### src/rtl/scan_seg_rx.sv
// scan_seg_rx: receiver for a multiplexed, active-low 7-segment clock display.
// It samples the digit-select and segment buses, waits for them to hold steady,
// then decodes which digit is being driven and which numeral it shows.
//
// Ports:
//   clk, rst            clock (rising edge) and asynchronous active-low reset
//   dsel_n[7:0]         digit select, active-low
//                       (bit0 sec0, bit1 sec1, bit3 min0, bit4 min1,
//                        bit6 hour0, bit7 hour1; bits 2 and 5 are unmapped)
//   seg_n[7:0]          segment bus, active-low (bit7 DP, bits6:0 segments g..a)
//   sec0..hour1[3:0]    last decoded value per digit position (4'hF = blank)
//   digit_vld[5:0]      set once a position has been written (sec0..hour1)
//   dp[5:0]             decimal-point state from the last write to each position
//   frame_done          one-cycle pulse when all six positions have been written
//   seg_err             one-cycle pulse on an undecodable segment pattern
//   sel_err             one-cycle pulse on an illegal select pattern
//   err_cnt[7:0]        saturating count of seg_err and sel_err pulses
module scan_seg_rx #(
  parameter int unsigned STABLE_CYC = 1
) (
  input  logic       clk,
  input  logic       rst,
  input  logic [7:0] dsel_n,
  input  logic [7:0] seg_n,
  output logic [3:0] sec0,
  output logic [3:0] sec1,
  output logic [3:0] min0,
  output logic [3:0] min1,
  output logic [3:0] hour0,
  output logic [3:0] hour1,
  output logic [5:0] digit_vld,
  output logic [5:0] dp,
  output logic       frame_done,
  output logic       seg_err,
  output logic       sel_err,
  output logic [7:0] err_cnt
);

  localparam int unsigned BUS_W = 16;
  localparam int unsigned CNT_W = 8;
  localparam int unsigned NPOS  = 6;
  localparam int unsigned VAL_W = 4;
  localparam int unsigned ERR_W = 8;

  localparam logic [CNT_W-1:0] CNT_TGT = CNT_W'(STABLE_CYC);
  localparam logic [CNT_W-1:0] CNT_ONE = CNT_W'(1);
  localparam logic [ERR_W-1:0] ERR_MAX = '1;
  localparam logic [BUS_W-1:0] BUS_IDLE = '1;

  // Registered state
  logic [BUS_W-1:0]            s_reg_q, s_reg_d;
  logic [BUS_W-1:0]            s_prev_q, s_prev_d;
  logic [CNT_W-1:0]            cnt_q, cnt_d;
  logic [NPOS-1:0]             mask_q, mask_d;
  logic [NPOS-1:0][VAL_W-1:0]  val_q, val_d;
  logic [NPOS-1:0]             vld_q, vld_d;
  logic [NPOS-1:0]             dp_q, dp_d;
  logic                        frame_done_q, frame_done_d;
  logic                        seg_err_q, seg_err_d;
  logic                        sel_err_q, sel_err_d;
  logic [ERR_W-1:0]            err_cnt_q, err_cnt_d;

  // Decode helpers
  logic [7:0]       sel_n;
  logic [6:0]       segs;
  logic [NPOS-1:0]  pos_oh;
  logic             sel_blank;
  logic             sel_legal;
  logic [VAL_W-1:0] seg_val;
  logic             seg_ok;
  logic             changed;
  logic             accept;
  logic             err_evt;
  logic [NPOS-1:0]  mask_nxt;

  // Select and segment decode of the registered sample
  always_comb begin
    sel_n     = s_reg_q[15:8];
    segs      = ~s_reg_q[6:0];
    pos_oh    = {~sel_n[7], ~sel_n[6], ~sel_n[4], ~sel_n[3], ~sel_n[1], ~sel_n[0]};
    sel_blank = (sel_n == 8'hFF);
    // Unmapped bits must stay high and exactly one mapped bit may be low
    sel_legal = sel_n[2] && sel_n[5] && $onehot(pos_oh);
    seg_ok    = 1'b1;
    seg_val   = 4'h0;
    case (segs)
      7'b0111111: seg_val = 4'd0;
      7'b0000110: seg_val = 4'd1;
      7'b1011011: seg_val = 4'd2;
      7'b1001111: seg_val = 4'd3;
      7'b1100110: seg_val = 4'd4;
      7'b1101101: seg_val = 4'd5;
      7'b1111101: seg_val = 4'd6;
      7'b0100111: seg_val = 4'd7;
      7'b1111111: seg_val = 4'd8;
      7'b1100111: seg_val = 4'd9;
      7'b0000000: seg_val = 4'hF;
      default: begin
        seg_val = 4'h0;
        seg_ok  = 1'b0;
      end
    endcase
  end

  // Next-state logic: stability filter, write/error handling, frame tracking
  always_comb begin
    s_reg_d      = {dsel_n, seg_n};
    s_prev_d     = s_reg_q;
    cnt_d        = cnt_q;
    mask_d       = mask_q;
    val_d        = val_q;
    vld_d        = vld_q;
    dp_d         = dp_q;
    frame_done_d = 1'b0;
    seg_err_d    = 1'b0;
    sel_err_d    = 1'b0;
    err_cnt_d    = err_cnt_q;
    err_evt      = 1'b0;
    mask_nxt     = mask_q;

    changed = (s_reg_q != s_prev_q);
    if (changed) begin
      cnt_d = CNT_ONE;
    end else if (cnt_q < CNT_TGT) begin
      cnt_d = cnt_q + CNT_ONE;
    end

    // Accept only on the cycle the count first lands on the target
    accept = (cnt_d == CNT_TGT) && (changed || (cnt_q != CNT_TGT));

    if (accept && !sel_blank) begin
      if (!sel_legal) begin
        sel_err_d = 1'b1;
        err_evt   = 1'b1;
      end else if (!seg_ok) begin
        seg_err_d = 1'b1;
        err_evt   = 1'b1;
      end else begin
        for (int i = 0; i < int'(NPOS); i++) begin
          if (pos_oh[i]) begin
            val_d[i] = seg_val;
            dp_d[i]  = ~s_reg_q[7];
            vld_d[i] = 1'b1;
          end
        end
        mask_nxt = mask_q | pos_oh;
        if (&mask_nxt) begin
          frame_done_d = 1'b1;
          mask_d       = '0;
        end else begin
          mask_d       = mask_nxt;
        end
      end
    end

    if (err_evt && (err_cnt_q != ERR_MAX)) begin
      err_cnt_d = err_cnt_q + ERR_W'(1);
    end
  end

  // State registers
  always_ff @(posedge clk or negedge rst) begin
    if (!rst) begin
      s_reg_q      <= BUS_IDLE;
      s_prev_q     <= BUS_IDLE;
      cnt_q        <= '0;
      mask_q       <= '0;
      val_q        <= '0;
      vld_q        <= '0;
      dp_q         <= '0;
      frame_done_q <= 1'b0;
      seg_err_q    <= 1'b0;
      sel_err_q    <= 1'b0;
      err_cnt_q    <= '0;
    end else begin
      s_reg_q      <= s_reg_d;
      s_prev_q     <= s_prev_d;
      cnt_q        <= cnt_d;
      mask_q       <= mask_d;
      val_q        <= val_d;
      vld_q        <= vld_d;
      dp_q         <= dp_d;
      frame_done_q <= frame_done_d;
      seg_err_q    <= seg_err_d;
      sel_err_q    <= sel_err_d;
      err_cnt_q    <= err_cnt_d;
    end
  end

  assign sec0       = val_q[0];
  assign sec1       = val_q[1];
  assign min0       = val_q[2];
  assign min1       = val_q[3];
  assign hour0      = val_q[4];
  assign hour1      = val_q[5];
  assign digit_vld  = vld_q;
  assign dp         = dp_q;
  assign frame_done = frame_done_q;
  assign seg_err    = seg_err_q;
  assign sel_err    = sel_err_q;
  assign err_cnt    = err_cnt_q;

endmodule
### config.mk
export PLATFORM = sky130hd
export DESIGN_NAME = scan_seg_rx
export DESIGN_NICKNAME = d
export VERILOG_FILES = /design/src/rtl/scan_seg_rx.sv
export SDC_FILE = /design/constraint.sdc
export NUM_CORES = 1
export LEC_CHECK = 0
export ABC_CLOCK_PERIOD_IN_PS = 5100
export CORE_UTILIZATION = 45
export CTS_CLUSTER_SIZE = 25
export DETAILED_ROUTE_END_ITERATION = 12
export PLACE_DENSITY = 0.76
export SLEW_MARGIN = 20
export SYNTH_ARGS = -nofsm -noshare
export SYNTH_HDL_FRONTEND = slang
export SYNTH_SLANG_ARGS = --single-unit
### constraint.sdc
create_clock -name clk -period 5.1 [get_ports clk]
set_clock_uncertainty 0.05 [all_clocks]
set_input_delay 0.765 -clock clk [delete_from_list [all_inputs] [get_ports clk]]
set_output_delay 0.765 -clock clk [all_outputs]
set_load 0.01 [all_outputs]
==> results.py, run 1 <==
metrics = {
    "synth": {
        "synth-main-ff-cell": "dfrtp_1",
        "synth_area_per_cell_um2": 13.5,
        "netlist.area_leader.share_pct": 38.1,
        "yosys-top-cells-count": "dfrtp_1, dfstp_2, xnor2_1, mux2_2, inv_1",
        "synthCells": 296,
        "synth_most_common_cell": "dfrtp_1",
        "yosys_warnings": 0,
        "syn_nets": 323,
        "yosysUniqueCellTypes": 49,
        "synth_area_leaders": "dfrtp_1, dfstp_2, mux2_2, xnor2_1, nor4b_4",
        "synth_area_um2": 4000,
        "yosys.area.top_type": "dfrtp_1",
        "async_flop_share_pct": 100,
        "ys_ff_latch": 93,
        "synth_edf_count": 0,
        "ys_seq_area_share_pct": 59.1,
    },
    "die": {
        "row_count": 34,
        "die_area_um2": 9280,
        "die_w_um": 96.3,
        "core_um2": 8680,
        "num_io_pins": 65,
        "start_util_pct": 46.1,
        "die_height_um": 96.3,
    },
    "power_and_ir_drop": {
        "power.total_mw": 1.62,
        "power_leakage_nw": 2.14,
        "power_density_nw_per_um2": 329,
        "ir_drop_v": 0.000149,
    },
    "sta": {
        "finalHoldViolCount": 0,
        "fin_ws_ns": 0.950,
        "tightest_slew_ns": 0.736,
        "min_period_ns": 4.15,
        "slew_headroom_pct": 50.8,
        "fin_tns_setup_ns": 0,
        "rsz0062_at_grt": "no",
        "fin_crit_sh_pct": 81.4,
        "slew_violations": 0,
        "setup_violations": 0,
        "fmax_ghz": 0.241,
    },
    "setup_path": {
        "arrival_ns": 4.36,
        "cp_data_required_time_ns": 5.31,
        "cp-end-kind": "flop",
        "r2r_setup_slack_ns": 0.95,
        "cp_max_fo": 8,
        "startpoint": "s_prev_d[8]",
        "r2r_cells": 10,
        "timing.rr.end": "min0[0]",
        "startpoint_type": "flop",
        "path_class": "flop to flop",
        "r2r-start": "s_prev_d[8]",
    },
    "global_routing": {
        "grt_pass1_vias": 2516,
        "grt_pass1_wl_um": 12700,
        "grt_overflow": 0,
        "grt_max_degree": 58,
        "antenna_found_initial": 0,
        "grt_usage_pct": 18.7,
    },
    "route": {
        "vias": 2519,
        "drtIter0Drc": 113,
        "drc": 0,
        "wirelength_um": 7820,
        "ant_nets": 0,
        "vias_per_cell": 5.29,
        "dr.pass1.iters": 4,
        "post_drt_wl_per_cell_um": 16.4,
    },
    "cts": {
        "root_buffer": "clkbuf_8",
        "clk_path_buf_depth": 2,
        "tritoncts": "yes",
        "cts_buffers": 9,
        "cts_setup_buffers": 0,
        "postCtsHoldBufs": 0,
        "clkTransAtPathRegs_ns": 0.10,
        "htreeDepth": 3,
        "clock_sinks": 93,
        "clock_latency_ns": 0.36,
        "ctsResizeCount": 0,
    },
    "finish": {
        "syn_to_final_growth_pct": 22.8,
        "diodes": 0,
        "drive_above_1_share_pct": 24.7,
        "layout.nets": 390,
    },
    "place": {
        "post-place-ws_ns": 0.982,
        "portBuffers": 64,
        "globalplace.congestion": 0.830,
        "hpwl_um": 5470,
    },
    "min_path": {
        "hold_class": "primary input to asynchronous set/reset pin",
    },
    "job": {
        "drv_cap": 0,
    },
    "outcome": {
        "status": "complete, no violations",
    },
}
worst max-delay path by stage:
stage                    end  slack (ns)  depth (start not counted)
finish               min0[0]        0.95                         10
floorplan           hour0[1]        1.43                         10
detailed placement   min0[0]        0.98                         10
global placement     min0[2]        1.11                         10
global route         min0[3]        0.88                         10
CTS                  min0[3]        0.99                         10
where the power goes:
part	internal, mW	total, mW	switching (mW)
Combinational	0.168	0.283	0.115
Sequential	0.816	0.884	0.0674
Clock	0.182	0.451	0.269
per-layer routing:
metal  vias up  share of wire, %  global-route usage (%)
met5         -                 0                       0
met4         0              0.87                    5.15
met2        58                49                    29.4
met3         9               4.6                    5.37
met1      1288                46                    25.3
li1       1164                 -                       -
state kept, by name (all words and copies together), names as in the netlist:
signal,count
hour1,4
s_prev_q,16
hour0,4
min1,4
frame_done,1
digit_vld,6
sel_err,1
min0,4
dp,6
sec0,4
cnt_q,8
sec1,4
seg_err,1
mask_q,6
s_prev_d,16
err_cnt,8
stage by stage:
| step | util (%) | hold WS [ns] | cells | area (um^2) |
|---|---|---|---|---|
| 5_1_grt | 56.7 | 0.331 | 476 | 4920 |
| 4_1_cts | 56.7 | 0.317 | 476 | 4920 |
| 2_1_floorplan | - | 0.302 | 296 | 4000 |
| 3_3_place_gp | 54.6 | 0.346 | 460 | 4740 |
| 6_report | 56.7 | 0.297 | 476 | 4920 |
| 3_5_place_dp | 54.6 | 0.347 | 460 | 4740 |
layout make-up:
cell class	instances	area [um^2]
fillers	722	3760
repair buffers	65	646
flip-flops and latches	93	2370
inverters	18	67.6
well taps	108	135
clock inverters	7	57.6
multi-input cells	176	1520
clock buffers	9	124
logic make-up (layout without fill, tap and decap cells):
kind of cell	Yosys count	after routing	synth area share, %
adder cells (fa/ha/maj)	9	9	3.38
multiplexers	32	32	8.78
AO/OA/AOI/OAI	27	27	5.09
AND/OR/NAND/NOR	83	83	15.3
buffers and inverters	27	99	2.91
XOR/XNOR	25	25	5.47
flip-flops	93	93	59.1
layout by cell type (no fill, tap or decap), types with 4 or more instances in the layout:
cell | Yosys | final
dfrtp_1 | 61 | 61
o21a_1 | 6 | 6
mux2i_1 | 7 | 7
o21ai_0 | 4 | 4
clkbuf_8 | 0 | 9
nand4_1 | 11 | 11
nand2_1 | 10 | 10
nor2_1 | 8 | 8
nor3_1 | 5 | 5
ha_1 | 6 | 6
nor4b_4 | 6 | 6
dfstp_2 | 32 | 32
and3_1 | 11 | 11
mux2_2 | 24 | 24
xnor2_1 | 25 | 25
or2_2 | 6 | 6
clkdlybuf4s50_1 | 0 | 63
inv_1 | 18 | 18
and2_1 | 6 | 6
worst max-delay path, stage by stage (launching register included):
cell	delay, ns
dfstp_2	0.42
fa_1	0.53
inv_1	0.05
fa_1	0.50
ha_1	0.14
inv_1	0.05
fa_1	0.47
and3_1	0.16
nand3_1	0.50
nor4b_4	0.76
mux2_2	0.41
No activity file was read; power rests on OpenSTA's default activity.
==> inputs of run 2 (changes only) <==
ABC_CLOCK_PERIOD_IN_PS = 4160   (was 5100)
clock period = 4.16 ns   (was 5.1 ns; I/O delays follow)
==> results.py, run 2 (synthesized netlist as in run 1, its figures left out) <==
metrics = {
    "job": {
        "drv_cap": 0,
    },
    "finish": {
        "drive_above_1_share_pct": 25.5,
        "final_cell_area_um2": 4990,
        "fin_util_pct": 57.5,
        "layout.nets": 394,
        "diodes": 0,
        "syn_to_final_growth_pct": 24.6,
        "stdcell_count": 480,
        "layout_common_cells": "clkdlybuf4s50_1, dfrtp_1, dfstp_2",
        "final_common_cell": "clkdlybuf4s50_1",
    },
    "place": {
        "hpwl_um": 5260,
        "placed_cell_area_um2": 4770,
        "portBuffers": 64,
        "post-place-cells": 464,
        "globalplace.congestion": 0.836,
        "post-place-ws_ns": 0.354,
    },
    "setup_path": {
        "timing.rr.end": "hour1[3]",
        "path_buf_inv": 3,
        "startpoint": "s_prev_d[8]",
        "r2r_setup_slack_ns": 0.38,
        "cp_data_required_time_ns": 4.35,
        "endpoint": "hour1[3]",
        "crit_path_frequent_cell": "fa_1",
        "startpoint_type": "flop",
        "cp-end-kind": "flop",
        "max_stage_delay_ns": 0.54,
        "critical_path.cell_chain": "fa_1 > inv_1 > fa_1 > ha_1 > inv_1 > fa_1 > and3_1 > nand3_1 > buf_4 > nor4b_4 > mux2_2",
        "cp_top_family": "adder cells",
        "cp_max_fo": 7,
        "arrival_ns": 3.97,
        "critPathSlowestCell": "fa_1",
        "cp_num_cells": 11,
        "r2r_cells": 11,
        "path_class": "flop to flop",
        "r2r-start": "s_prev_d[8]",
    },
    "global_routing": {
        "grt_max_degree": 84,
        "grt_pass1_wl_um": 12800,
        "grt_usage_pct": 18.5,
        "grt_overflow": 0,
        "grt_pass1_vias": 2561,
        "antenna_found_initial": 0,
    },
    "die": {
        "start_util_pct": 46.1,
        "num_io_pins": 65,
        "row_count": 34,
        "die_area_um2": 9280,
        "core_um2": 8680,
        "die_w_um": 96.3,
        "die_height_um": 96.3,
    },
    "cts": {
        "clock_latency_ns": 0.35,
        "clock_sinks": 93,
        "postCtsHoldBufs": 0,
        "ctsResizeCount": 0,
        "htreeDepth": 3,
        "cts_setup_buffers": 0,
        "cts_buffers": 9,
        "tritoncts": "yes",
        "clkTransAtPathRegs_ns": 0.09,
        "root_buffer": "clkbuf_8",
        "clk_path_buf_depth": 2,
    },
    "power_and_ir_drop": {
        "power_leakage_nw": 2.20,
        "power.total_mw": 2.09,
        "ir_drop_v": 0.000193,
        "power_density_nw_per_um2": 420,
    },
    "sta": {
        "hold_ws_ns": 0.242,
        "slew_headroom_pct": 49.8,
        "min_period_ns": 3.78,
        "setup_violations": 0,
        "fin_crit_sh_pct": 90.9,
        "fin_ws_ns": 0.380,
        "finalHoldViolCount": 0,
        "slew_violations": 0,
        "fin_tns_setup_ns": 0,
        "rsz0062_at_grt": "no",
        "fmax_ghz": 0.265,
        "tightest_slew_ns": 0.745,
    },
    "route": {
        "vias_per_cell": 5.28,
        "drtIter0Drc": 132,
        "ant_nets": 0,
        "drc": 0,
        "wirelength_um": 7750,
        "dr.pass1.iters": 6,
        "post_drt_wl_per_cell_um": 16.1,
        "vias": 2533,
    },
    "outcome": {
        "status": "complete, no violations",
    },
    "min_path": {
        "hold_class": "primary input to asynchronous set/reset pin",
    },
}
-- run 2: worst min-delay path by stage --
stage,endpoint,depth (start not counted),slack (ns)
floorplan,cnt_q[0],0,0.28
global placement,s_prev_q[10],0,0.35
detailed placement,s_prev_q[14],0,0.35
CTS,s_prev_q[14],0,0.37
global route,cnt_q[7],1,0.29
finish,cnt_q[3],1,0.24
-- run 2: final cells by class --
cell class / count / area (um^2)
tap: 108 / 135
multi-input combinational: 176 / 1520
inverter: 18 / 67.6
sequential: 93 / 2370
fill: 746 / 3690
clock buffer: 9 / 124
timing repair buffer: 69 / 679
clock inverter: 7 / 96.3
-- run 2: power breakdown --
group	internal (mW)	switching (mW)
logic	0.207	0.139
registers	1.00	0.0810
clock network	0.342	0.325
total	1.55	0.545
-- run 2: routing by layer --
layer  GRT usage (%)  routed length [um]
met3            5.77                 407
met4            5.27                 106
met5               0                   0
met1            26.0                3660
met2            27.7                3580
